### config.mk
export PLATFORM = sky130hd
export DESIGN_NAME = cmd_saver
export DESIGN_NICKNAME = d
export VERILOG_FILES = /design/src/rtl/cmd_saver_pkg.sv /design/src/rtl/cmd_saver.sv
export SDC_FILE = /design/constraint.sdc
export NUM_CORES = 1
export LEC_CHECK = 0
export ABC_AREA = 0
export CAP_MARGIN = 40
export CELL_PAD_IN_SITES_DETAIL_PLACEMENT = 1
export CELL_PAD_IN_SITES_GLOBAL_PLACEMENT = 1
export CORE_MARGIN = 8
export CORE_UTILIZATION = 40
export CTS_CLUSTER_DIAMETER = 120
export DETAILED_ROUTE_END_ITERATION = 10
export GPL_TIMING_DRIVEN = 0
export PLACE_DENSITY = 0.89
export SYNTH_ARGS = -nofsm -noshare
export SYNTH_HDL_FRONTEND = slang
export SYNTH_SLANG_ARGS = --single-unit
### constraint.sdc
create_clock -name clock -period 4.1 [get_ports clock]
set_clock_uncertainty 0.1 [all_clocks]
set_input_delay 0.82 -clock clock [delete_from_list [all_inputs] [get_ports clock]]
set_output_delay 0.82 -clock clock [all_outputs]
set_load 0.05 [all_outputs]
### src/rtl/cmd_saver_pkg.sv
`default_nettype none
// +------------------------------------------------------------------------+
// | Package : ht_cmd_pkg                                                   |
// | Purpose : Shared constants and FSM state type for the CMD file saver   |
// |           and loader: record type codes, maximum load block size and   |
// |           the saver state enumeration.                                 |
// | Rev     : 1.0  initial release                                         |
// +------------------------------------------------------------------------+
package ht_cmd_pkg;

  // Record type bytes that open each CMD record
  localparam logic [7:0] REC_LOAD = 8'h01;
  localparam logic [7:0] REC_XFER = 8'h02;

  // Largest payload a single load record may carry
  localparam int unsigned MAX_BLOCK = 256;

  typedef enum logic [3:0] {
    IDLE     = 4'd0,
    REC_TYPE = 4'd1,
    REC_LEN  = 4'd2,
    REC_ALO  = 4'd3,
    REC_AHI  = 4'd4,
    MEM_REQ  = 4'd5,
    MEM_WAIT = 4'd6,
    DATA     = 4'd7,
    XFR_TYPE = 4'd8,
    XFR_LEN  = 4'd9,
    XFR_LO   = 4'd10,
    XFR_HI   = 4'd11
  } state_e;

endpackage : ht_cmd_pkg
`default_nettype wire

### src/rtl/cmd_saver.sv
`default_nettype none
// +------------------------------------------------------------------------+
// | Module  : cmd_saver                                                    |
// | Purpose : Streams a RAM address range out as a CMD file: a sequence of |
// |           load records (at most 256 data bytes each) followed by one   |
// |           transfer record carrying the entry point.                    |
// | Ports   : clock/reset      - system clock, sync active-high reset      |
// |           start, *_addr    - command pulse and latched address range   |
// |           mem_rd/addr/data - RAM read port, data 1 cycle after mem_rd  |
// |           out_*            - valid/ready byte stream, out_last on end  |
// |           busy/done/err    - status; byte_count counts accepted bytes  |
// | Rev     : 1.0  initial release                                         |
// +------------------------------------------------------------------------+
module cmd_saver
  import ht_cmd_pkg::*;
(
  input  logic        clock,
  input  logic        reset,
  input  logic        start,
  input  logic [15:0] start_addr,
  input  logic [15:0] end_addr,
  input  logic [15:0] exec_addr,
  output logic        mem_rd,
  output logic [15:0] mem_addr,
  input  logic [7:0]  mem_data,
  output logic        out_valid,
  output logic [7:0]  out_data,
  input  logic        out_ready,
  output logic        out_last,
  output logic        busy,
  output logic        done,
  output logic        err,
  output logic [16:0] byte_count
);

  localparam logic [16:0] BLOCK17 = 17'(MAX_BLOCK);

  state_e      state_q, state_d;
  logic [15:0] cursor_q;
  logic [15:0] exec_q;
  logic [16:0] remain_q;    // bytes still to send; 17 bits so 0x10000 fits
  logic [8:0]  rec_left_q;  // bytes still to send in the current record
  logic [7:0]  hold_q;
  logic        err_q;
  logic        done_q;
  logic [16:0] count_q;

  logic        accept;
  logic        start_ok;
  logic        range_bad;
  logic [16:0] range_len;
  logic [8:0]  blk_n;
  logic [7:0]  len_byte;

  assign accept    = out_valid & out_ready;
  assign start_ok  = start & (state_q == IDLE);
  assign range_bad = end_addr < start_addr;
  assign range_len = {1'b0, end_addr} - {1'b0, start_addr} + 17'd1;

  // Payload of the record about to start: min(256, remaining)
  assign blk_n    = (remain_q > BLOCK17) ? 9'(MAX_BLOCK) : remain_q[8:0];
  // LEN is (n + 2) mod 256; the 8-bit add wraps naturally
  assign len_byte = blk_n[7:0] + 8'd2;

  // ---------------------------------------------------------------- state
  always_ff @(posedge clock) begin
    if (reset) begin
      state_q <= IDLE;
    end else begin
      state_q <= state_d;
    end
  end

  // ----------------------------------------------------------- next state
  always_comb begin
    state_d = state_q;
    unique case (state_q)
      IDLE:     if (start) state_d = range_bad ? XFR_TYPE : REC_TYPE;
      REC_TYPE: if (accept) state_d = REC_LEN;
      REC_LEN:  if (accept) state_d = REC_ALO;
      REC_ALO:  if (accept) state_d = REC_AHI;
      REC_AHI:  if (accept) state_d = MEM_REQ;
      MEM_REQ:  state_d = MEM_WAIT;
      MEM_WAIT: state_d = DATA;
      DATA: begin
        if (accept) begin
          if (remain_q == 17'd1)        state_d = XFR_TYPE;
          else if (rec_left_q == 9'd1)  state_d = REC_TYPE;
          else                          state_d = MEM_REQ;
        end
      end
      XFR_TYPE: if (accept) state_d = XFR_LEN;
      XFR_LEN:  if (accept) state_d = XFR_LO;
      XFR_LO:   if (accept) state_d = XFR_HI;
      XFR_HI:   if (accept) state_d = IDLE;
      default:  state_d = IDLE;
    endcase
  end

  // -------------------------------------------------------------- outputs
  always_comb begin
    out_valid = 1'b0;
    out_data  = 8'h00;
    out_last  = 1'b0;
    mem_rd    = 1'b0;
    unique case (state_q)
      REC_TYPE: begin out_valid = 1'b1; out_data = REC_LOAD;        end
      REC_LEN:  begin out_valid = 1'b1; out_data = len_byte;        end
      REC_ALO:  begin out_valid = 1'b1; out_data = cursor_q[7:0];   end
      REC_AHI:  begin out_valid = 1'b1; out_data = cursor_q[15:8];  end
      MEM_REQ:  mem_rd = 1'b1;
      DATA:     begin out_valid = 1'b1; out_data = hold_q;          end
      XFR_TYPE: begin out_valid = 1'b1; out_data = REC_XFER;        end
      XFR_LEN:  begin out_valid = 1'b1; out_data = 8'h02;           end
      XFR_LO:   begin out_valid = 1'b1; out_data = exec_q[7:0];     end
      XFR_HI: begin
        out_valid = 1'b1;
        out_data  = exec_q[15:8];
        out_last  = 1'b1;
      end
      default: ;
    endcase
  end

  // ------------------------------------------------------------- datapath
  always_ff @(posedge clock) begin
    if (reset) begin
      cursor_q   <= 16'h0000;
      exec_q     <= 16'h0000;
      remain_q   <= 17'd0;
      rec_left_q <= 9'd0;
      hold_q     <= 8'h00;
      err_q      <= 1'b0;
      done_q     <= 1'b0;
      count_q    <= 17'd0;
    end else begin
      done_q <= 1'b0;
      if (start_ok) begin
        cursor_q <= start_addr;
        exec_q   <= exec_addr;
        remain_q <= range_bad ? 17'd0 : range_len;
        err_q    <= range_bad;
        count_q  <= 17'd0;
      end else if (accept) begin
        count_q <= count_q + 17'd1;
      end

      if (state_q == REC_LEN && accept) begin
        rec_left_q <= blk_n;
      end

      if (state_q == MEM_WAIT) begin
        hold_q <= mem_data;
      end

      if (state_q == DATA && accept) begin
        remain_q   <= remain_q - 17'd1;
        rec_left_q <= rec_left_q - 9'd1;
        // Hold the cursor on the final byte so 0xFFFF never wraps to 0x0000
        if (remain_q != 17'd1) begin
          cursor_q <= cursor_q + 16'd1;
        end
      end

      if (state_q == XFR_HI && accept) begin
        done_q <= 1'b1;
      end
    end
  end

  assign mem_addr   = cursor_q;
  assign busy       = (state_q != IDLE);
  assign done       = done_q;
  assign err        = err_q;
  assign byte_count = count_q;

endmodule : cmd_saver
`default_nettype wire

==> flow_summary.toml, run 1 <==
[worst_setup_path]
critPathMaxFanout = 10
crit_type = "reg -> out"
crit_family = "simple AND/OR/NAND/NOR gates"
slowest_stage = "or4_1"
crit_chain = "or4_1 > nor3_4 > a21boi_2 > buf_4 > nand2_1 > o21ai_0 > dlygate4sd2_1"
arrival_ns = 3.05
critPathRequiredTime_ns = 3.18
cp-start-kind = "flop"
path_buf_inv = 2
crit_path_end_kind = "output port"
max_stage_delay_ns = 0.61

[synth]
synth_common_cells = "nand2_1 (99), dfxtp_1 (89), nor2_1 (84)"
synth.lib_cells_used.distinct = 80
synth_area_sq_mm = 0.00644
synth_seq_cells = 89
ys.flop_type = "dfxtp_1"
yosysWarnings = 0
synth_edf_count = 0
synth_top_area_frac = 0.276
yosysTopAreaCell = "dfxtp_1"
ys_seq_area_frac = 0.276
synth_nets = 940
synthCells = 831
synthArstFlopShare = 0
synthMostInstantiatedCell = "nand2_1"
avgSynthCellArea_sq_um = 7.76
synth.area.top_cells = "dfxtp_1 (28%), ha_1 (8.0%), nand2_1 (5.8%)"

[power_and_ir_drop]
p_leak_nw = 3.04
irDropWorstVdd_mv = 0.215
powerDensity_mw_per_mm2 = 428

[hold_path]
hold_class = "reg -> reg"

[clocking]
htreeDepth = 3
clock-sinks = 89
cts_root_buf = "clkbuf_16"
clkTransAtPathRegs_ns = 0.07
cts_buffer_depth = 2
cts_tree = "yes"
cts_inserted_buffers = 9
insertion_delay_ns = 0.35
postCtsHoldBufs = 0

[drt]
ant_nets = 0
route.detailed.drc = 0
drt_wl_total_mm = 23.9
drt_iter0_drc = 553
routed_via_density = 5.86
dr_total_vias = 6867
dr.pass1.iters = 6
avgRoutedWirePerCell_microns = 20.4

[timing]
hold_viol = 0
clock.fmax_ghz = 0.252
tightest_slew_ns = 0.775
finalCritPeriodShare = 0.969
period_minus_slack_ns = 3.97
setup_viol = 0
drv_slew = 0
relSlewSlack = 0.477
rsz0062_at_grt = "false"
whs_ns = 0.356

[die]
dieHeight_microns = 143
core_sq_mm = 0.0158
fp.dieW_microns = 143
fp-row-count = 46
initial_core_util = 0.407
die_area_sq_mm = 0.0204
ioPinCount = 107

[grt]
grt_pass1_wl_mm = 37.6
grtUsageTotal = 0.232
antenna_found_initial = 0
overflow = 0
grt_max_degree = 20
grt_pass1_vias = 7122

[finish]
fillers = 1946
synthToLayoutAreaGrowth_pct = 25.6
drive_gt1_frac = 0.0869
final-seq-area_sq_mm = 0.00178
multi_input_area_sq_mm = 0.00425
final_cells = 1171
diodes = 0
nets = 1059

[placement]
place_inst = 1155
place_congestion = 0.903
dp.final_hpwl_mm = 18.4
portBuffers = 106

[job]
cap_violations = 0

[status]
status = "completed"
==> repair_timing <==
item,in CTS,in global routing
buffers inserted,1,0
resized for setup,26,11
pin swaps,1,0
endpoints found under the setup margin,8,7
==> worst paths after layout <==
kind	cells after the start	startpoint	slack, ns	end
worst min register to register	2	rec_left_q[6]$_SDFFE_PP0P_	0.36	rec_left_q[6]$_SDFFE_PP0P_
worst min-delay path	2	rec_left_q[6]$_SDFFE_PP0P_	0.36	rec_left_q[6]$_SDFFE_PP0P_
worst max register to register	7	state_q[2]$_SDFFE_PP0P_	1.39	mem_addr[14]$_SDFF_PP0_
worst max-delay path	7	remain_q[12]$_SDFFE_PP0P_	0.13	out_data[4]
==> sequential cells by signal, summed over array words and instances (netlist names) <==
name	flops
mem_addr	16
exec_q	16
state_q	4
rec_left_q	9
err	1
byte_count	17
done	1
hold_q	8
remain_q	17
==> power by group <==
part / internal, mW / total, mW / switching (mW) / leakage, nW
clock: 0.493 / 0.860 / 0.367 / 0.142
combinational: 0.551 / 1.54 / 0.989 / 2.17
sequential: 0.955 / 1.06 / 0.109 / 0.724
==> stage by stage <==
stage / TNS [ns] / cell area, sq um / power, mW / setup WS (ns) / util
floorplan: 0 / 6440 / 2.08 / 0.0285 / -
global placement: -0.820 / 7780 / 2.53 / -0.359 / 0.491
detailed placement: -1.05 / 7790 / 2.57 / -0.388 / 0.492
CTS: 0 / 8090 / 3.45 / 0.00468 / 0.511
global route: 0 / 8100 / 3.63 / 0.0000497 / 0.512
finish: 0 / 8100 / 3.46 / 0.128 / 0.512
==> worst register-to-register path, cell delays in order (launching register included) <==
cell	delay, ns
dfxtp_1	0.31
buf_2	0.25
nor4_1	0.56
nand2_1	0.35
clkbuf_1	0.40
clkbuf_1	0.34
o211ai_1	0.16
a31oi_1	0.11
==> logic make-up (layout without fill, tap and decap cells) <==
family	Yosys count	count (layout)	synth area share
fa+ha+maj	49	49	0.104
compound gates	217	217	0.229
xor+xnor	35	35	0.0476
flops	89	89	0.276
buf+inv	97	221	0.0660
mux	15	15	0.0237
simple gates	329	329	0.253
==> layout make-up <==
cell class	count	area share
plain buffers	48	0.0301
clock buffers	11	0.0300
clock inverters	5	0.00773
inverters	48	0.0223
multi-input cells	645	0.525
flip-flops and latches	89	0.220
well taps	216	0.0334
repair buffers	109	0.132
==> cell usage in the layout, fill, tap and decap left out, drive strengths merged, types with 3 or more instances in the layout <==
master         netlist  routed
nor2b               13      13
nand3               28      28
a22oi                9       9
and2                12      12
or3                 11      11
xnor2               15      15
o21a                 3       3
nand2b              11      11
mux2i               13      13
a222oi               5       5
nor3                19      19
dfxtp               89      89
clkbuf              30      41
buf                 19      25
a21o                 3       3
a311oi               4       4
a211oi               8       8
or2                  3       3
a31oi               11      11
nand2               99      99
a32oi                6       6
ha                  41      41
o22ai                4       4
o221ai               5       5
clkdlybuf4s50        0      99
inv                 48      49
a21oi               66      66
nor2                85      85
fa                   8       8
o21ai               49      49
nand4               14      14
xor2                20      20
o211ai               9       9
nor4                16      16
a221oi               9       9
and3                 9       9
o31ai                5       5
==> routing by layer <==
layer  wire [microns]  vias to the layer above  track usage
li1                 -                     3212            -
met1            10200                     3358        0.290
met2            11400                      240        0.387
met3             1410                       57       0.0404
met4              873                        0       0.0968
met5                0                        -            0
Power figures use the tool's default switching activity.
==> inputs of run 2 (changes only) <==
--- a/config.mk
+++ b/config.mk
@@ -9,6 +9,7 @@
 export CAP_MARGIN = 40
 export CELL_PAD_IN_SITES_DETAIL_PLACEMENT = 1
 export CELL_PAD_IN_SITES_GLOBAL_PLACEMENT = 1
+export CORE_ASPECT_RATIO = 1.5
 export CORE_MARGIN = 8
 export CORE_UTILIZATION = 40
 export CTS_CLUSTER_DIAMETER = 120
==> flow_summary.toml, run 2 (synthesis results as in run 1) <==
[status]
status = "completed"

[power_and_ir_drop]
powerDensity_mw_per_mm2 = 430
swShare = 0.441
comb_power_share = 0.447
power_frac_clock = 0.248
irDropWorstVdd_mv = 0.242
p_int_mw = 1.95
p_seq_frac = 0.304
p_switching_mw = 1.54
p_leak_nw = 3.05

[finish]
final_cells = 1162
synthToLayoutAreaGrowth_pct = 25.7
drive_gt1_frac = 0.0859
layout_common_cells = "nand2_1 (99), clkdlybuf4s50_1 (98), dfxtp_1 (89)"
final_common_cell = "nand2_1"
nets = 1059

[die]
initial_core_util = 0.403
fp-row-count = 57
fp.dieW_microns = 120
die_area_sq_mm = 0.0205
dieHeight_microns = 171
ioPinCount = 107
core_sq_mm = 0.0160

[clocking]
postCtsHoldBufs = 0
cts_root_buf = "clkbuf_16"
cts_inserted_buffers = 9
insertion_delay_ns = 0.35
cts_tree = "yes"
clock-sinks = 89
clkTransAtPathRegs_ns = 0.07
cts_buffer_depth = 2
htreeDepth = 3

[drt]
routed_via_density = 5.98
route.detailed.drc = 0
dr.pass1.iters = 5
avgRoutedWirePerCell_microns = 20.9
drt_iter0_drc = 334
dr_total_vias = 6951
drt_wl_total_mm = 24.3
ant_nets = 0

[job]
cap_violations = 0

[hold_path]
hold_depth = 2
hold_class = "reg -> reg"
hp-start = "rec_left_q[6]$_SDFFE_PP0P_"
min_to = "rec_left_q[6]$_SDFFE_PP0P_"

[grt]
grt_max_degree = 20
antenna_found_initial = 0
grtUsageTotal = 0.231
overflow = 0
grt_pass1_vias = 7437
grt_pass1_wl_mm = 37.8

[timing]
hold_viol = 0
period_minus_slack_ns = 4.00
tightest_slew_ns = 0.903
setup_viol = 0
relSlewSlack = 0.390
drv_slew = 0
finalCritPeriodShare = 0.975
whs_ns = 0.358
clock.fmax_ghz = 0.250
final.setup.tns_ns = 0

[worst_setup_path]
regToRegStartpoint = "state_q[2]$_SDFFE_PP0P_"
worst-r2r-cell-count = 7
worstReg2RegEnd = "mem_addr[14]$_SDFF_PP0_"
cp-start-kind = "flop"
crit_path_end_kind = "output port"
crit_type = "reg -> out"
arrival_ns = 3.08
worst-r2r-setup-slack_ns = 1.22
critPathMaxFanout = 10
critPathRequiredTime_ns = 3.18

[placement]
dp.final_hpwl_mm = 18.9
portBuffers = 106
place_inst = 1145
place_congestion = 0.905
[run 2: cell count changes in the layout (fill, tap and decap cells not counted), moves of 2 or more]
cell,change
clkinv_8,+2
inv_8,+2
clkinvlp_4,-2
buf_6,+2
clkbuf_2,-2
buf_2,-2
[run 2: layer usage]
metal | routed length [microns] | global-route usage | part of all wire
met4 | 1360 | 0.148 | 0.056
met3 | 907 | 0.0329 | 0.037
met1 | 9320 | 0.243 | 0.38
met5 | 0 | 0 | 0
met2 | 12700 | 0.422 | 0.52
[run 2: worst max path at each step]
| stage | from | to | slack, ns | cells after the start |
|---|---|---|---|---|
| after detailed placement | remain_q[9]$_SDFFE_PP0P_ | out_data[5] | -0.38 | 11 |
| after global placement | remain_q[12]$_SDFFE_PP0P_ | out_data[5] | -0.36 | 10 |
| after floorplan | remain_q[12]$_SDFFE_PP0P_ | out_data[5] | 0.03 | 9 |
| after CTS | remain_q[12]$_SDFFE_PP0P_ | out_data[7] | 0.001 | 10 |
| final | remain_q[12]$_SDFFE_PP0P_ | out_data[2] | 0.10 | 10 |
| after global routing | remain_q[12]$_SDFFE_PP0P_ | out_data[7] | -0.002 | 10 |
[run 2: final cells by class]
| cell class | instances | area [sq um] |
|---|---|---|
| fillers | 1994 | 7870 |
| multi-input cells | 645 | 4250 |
| flip-flops and latches | 89 | 1780 |
| repair buffers | 109 | 1080 |
| well taps | 206 | 258 |
| plain buffers | 48 | 241 |
| clock buffers | 9 | 225 |
| inverters | 48 | 180 |
| clock inverters | 7 | 81.3 |
| diodes | 1 | 2.50 |
[run 2: what timing repair did]
item                       CTS  global route
setup buffers                1             0
pin swaps                    1             0
setup endpoints to repair    8             6
gates resized for setup     28            10
[run 2: power groups by stage]
stage	combinational, mW	sequential, mW	clock [mW]
after floorplan	0.937	1.14	0
after global placement	1.47	1.07	0
after detailed placement	1.51	1.07	0
after CTS	1.54	1.06	0.870
after global routing	1.67	1.07	0.914
final	1.56	1.06	0.865
[run 2: through the flow]
step	power (mW)	instance area [sq um]	setup slack [ns]	util
after CTS	3.46	8070	0.00149	0.505
after global placement	2.54	7760	-0.356	0.486
after global routing	3.65	8100	-0.00215	0.507
after floorplan	2.08	6440	0.0285	-
after detailed placement	2.58	7780	-0.383	0.487
final	3.48	8100	0.102	0.507
[run 2: worst max-delay path: stages (launching register included)]
cell and delay (ns):
dfxtp_1 0.37, or4_4 0.58, nor3_4 0.23, a21boi_2 0.21, buf_4 0.18, and2_1 0.20, ha_1 0.27, mux2_2 0.28
nand3_1 0.09, nand3_1 0.08, buf_2 0.23
==> inputs of run 3 (changes only) <==
--- a/config.mk
+++ b/config.mk
@@ -11,11 +11,11 @@
 export CELL_PAD_IN_SITES_GLOBAL_PLACEMENT = 1
 export CORE_ASPECT_RATIO = 1.5
 export CORE_MARGIN = 8
-export CORE_UTILIZATION = 40
+export CORE_UTILIZATION = 36
 export CTS_CLUSTER_DIAMETER = 120
 export DETAILED_ROUTE_END_ITERATION = 10
 export GPL_TIMING_DRIVEN = 0
-export PLACE_DENSITY = 0.89
+export PLACE_DENSITY = 0.84
 export SYNTH_ARGS = -nofsm -noshare
 export SYNTH_HDL_FRONTEND = slang
 export SYNTH_SLANG_ARGS = --single-unit
==> constraint.sdc (replaced) <==
create_clock -name clock -period 3.3 [get_ports clock]
set_clock_uncertainty 0.1 [all_clocks]
set_input_delay 0.66 -clock clock [delete_from_list [all_inputs] [get_ports clock]]
set_output_delay 0.66 -clock clock [all_outputs]
set_load 0.05 [all_outputs]
==> flow_summary.toml, run 3 (synthesis results as in run 1) <==
[status]
status = "finished with violations"
violations = "negative setup slack"

[timing]
final.setup.tns_ns = -0.969
hold_viol = 0
setup_viol = 4
tightest_slew_ns = 0.795
drv_slew = 0
period_minus_slack_ns = 3.60
clock.fmax_ghz = 0.278
setup_slack_ns = -0.299
rsz0062_at_grt = "true"
relSlewSlack = 0.468
finalCritPeriodShare = 1.09

[worst_setup_path]
critPathMaxFanout = 4
cp-start-kind = "flop"
path_buf_inv = 2
crit_path_end_kind = "output port"
critPathRequiredTime_ns = 2.54
max_stage_delay_ns = 0.56
crit_cells = 10
crit_family = "simple AND/OR/NAND/NOR gates"
worst-r2r-cell-count = 7
arrival_ns = 2.84
worst-r2r-setup-slack_ns = 0.48
slowest_stage = "or4_4"
crit_chain = "or4_4 > nor3_4 > a21boi_2 > buf_6 > and2_4 > ha_4 > nand3_4 > xor2_2 > o21ai_2 > buf_6"
cpMostUsedCell = "buf_6"
crit_type = "reg -> out"

[clocking]
cts_root_buf = "clkbuf_16"
cts_inserted_buffers = 9
insertion_delay_ns = 0.35
clock-sinks = 89
htreeDepth = 3
clkTransAtPathRegs_ns = 0.07
cts_tree = "yes"
cts_buffer_depth = 2

[drt]
dr.pass1.iters = 5
dr_total_vias = 6910
avgRoutedWirePerCell_microns = 20.5
routed_via_density = 5.85
route.detailed.drc = 0
drt_iter0_drc = 416
ant_nets = 0
drt_wl_total_mm = 24.2

[finish]
final_cells = 1181
fin_util = 0.471
final_common_cell = "nand2_1"
fillers = 2186
layout_common_cells = "nand2_1 (98), clkdlybuf4s50_1 (97), dfxtp_1 (87)"
synthToLayoutAreaGrowth_pct = 29.5
drive_gt1_frac = 0.129
nets = 1068
diodes = 0

[grt]
busiest_layer = "met2"
grt_pass1_wl_mm = 38.0
grt_max_degree = 18
grt_pass1_vias = 7239
overflow = 0
met2_usage = 0.389
grtUsageTotal = 0.209
antenna_found_initial = 0
grt_use_met3 = 0.0275
grt_util_met1 = 0.228

[die]
dieHeight_microns = 180
die_area_sq_mm = 0.0225
fp.dieW_microns = 125
core_sq_mm = 0.0177
ioPinCount = 107
fp-row-count = 60
initial_core_util = 0.364

[power_and_ir_drop]
p_int_mw = 2.47
power_frac_clock = 0.234
p_leak_nw = 3.11
irDropWorstVdd_mv = 0.243
comb_power_share = 0.464
swShare = 0.434
p_switching_mw = 1.90
p_seq_frac = 0.302
powerDensity_mw_per_mm2 = 523

[placement]
place_congestion = 0.916
dp_slack_ns = -0.922
portBuffers = 106
dp.final_hpwl_mm = 18.5
place_inst = 1156

[hold_path]
hold_depth = 2
hold_class = "reg -> reg"

[job]
cap_violations = 0
==> run 3: worst paths after layout <==
kind | startpoint | endpoint
worst min register to register | rec_left_q[6]$_SDFFE_PP0P_ | rec_left_q[6]$_SDFFE_PP0P_
worst max register to register | state_q[0]$_SDFFE_PP0P_ | mem_addr[13]$_SDFF_PP0_
worst max-delay path | remain_q[12]$_SDFFE_PP0P_ | out_data[7]
worst min-delay path | rec_left_q[6]$_SDFFE_PP0P_ | rec_left_q[6]$_SDFFE_PP0P_
==> run 3: per-layer routing <==
layer | share of wire | wire length [microns]
met2 | 0.52 | 12700
met5 | 0 | 0
met1 | 0.39 | 9480
met3 | 0.051 | 1230
met4 | 0.035 | 852
==> run 3: final cells by class <==
cell class                 instances  area, sq um  area share
multi-input combinational        645         4410       0.528
sequential                        89         1790       0.214
timing repair buffer             119         1170       0.140
tap                              217          272      0.0325
buffer                            47          246      0.0295
clock buffer                       9          225      0.0270
inverter                          48          180      0.0216
clock inverter                     7         60.1     0.00719
==> run 3: power groups by stage <==
| stage | Sequential, mW | Combinational, mW | Clock, mW |
|---|---|---|---|
| 2_1_floorplan | 1.42 | 1.17 | 0 |
| 3_3_place_gp | 1.33 | 1.83 | 0 |
| 3_5_place_dp | 1.33 | 1.87 | 0 |
| 4_1_cts | 1.31 | 1.95 | 1.03 |
| 5_1_grt | 1.33 | 2.17 | 1.07 |
| 6_report | 1.32 | 2.02 | 1.02 |
==> run 3: stage by stage <==
step	hold WS (ns)	cell area (sq um)	power, mW
after CTS	0.360	8230	4.30
after global placement	0.342	7790	3.16
final	0.361	8350	4.37
after detailed placement	0.349	7810	3.20
after global routing	0.381	8350	4.58
after floorplan	0.336	6460	2.59
==> run 3: repair_timing <==
action / in CTS / in global routing
setup buffers: 5 / 6
gates resized for setup: 79 / 20
hold buffers: 0 / 0
pin swaps: 5 / 13
endpoints found under the setup margin: 17 / 20
hold endpoints to repair: 0 / 0
==> run 3: worst reg2reg max path, delay by kind of cell, from the launching register on <==
kind | cells | cell delay, ns
and+or+nand+nor | 3 | 1.18
DFF | 1 | 0.34
AOI/OAI and AO/OA | 1 | 0.09
buffers and inverters | 3 | 0.95
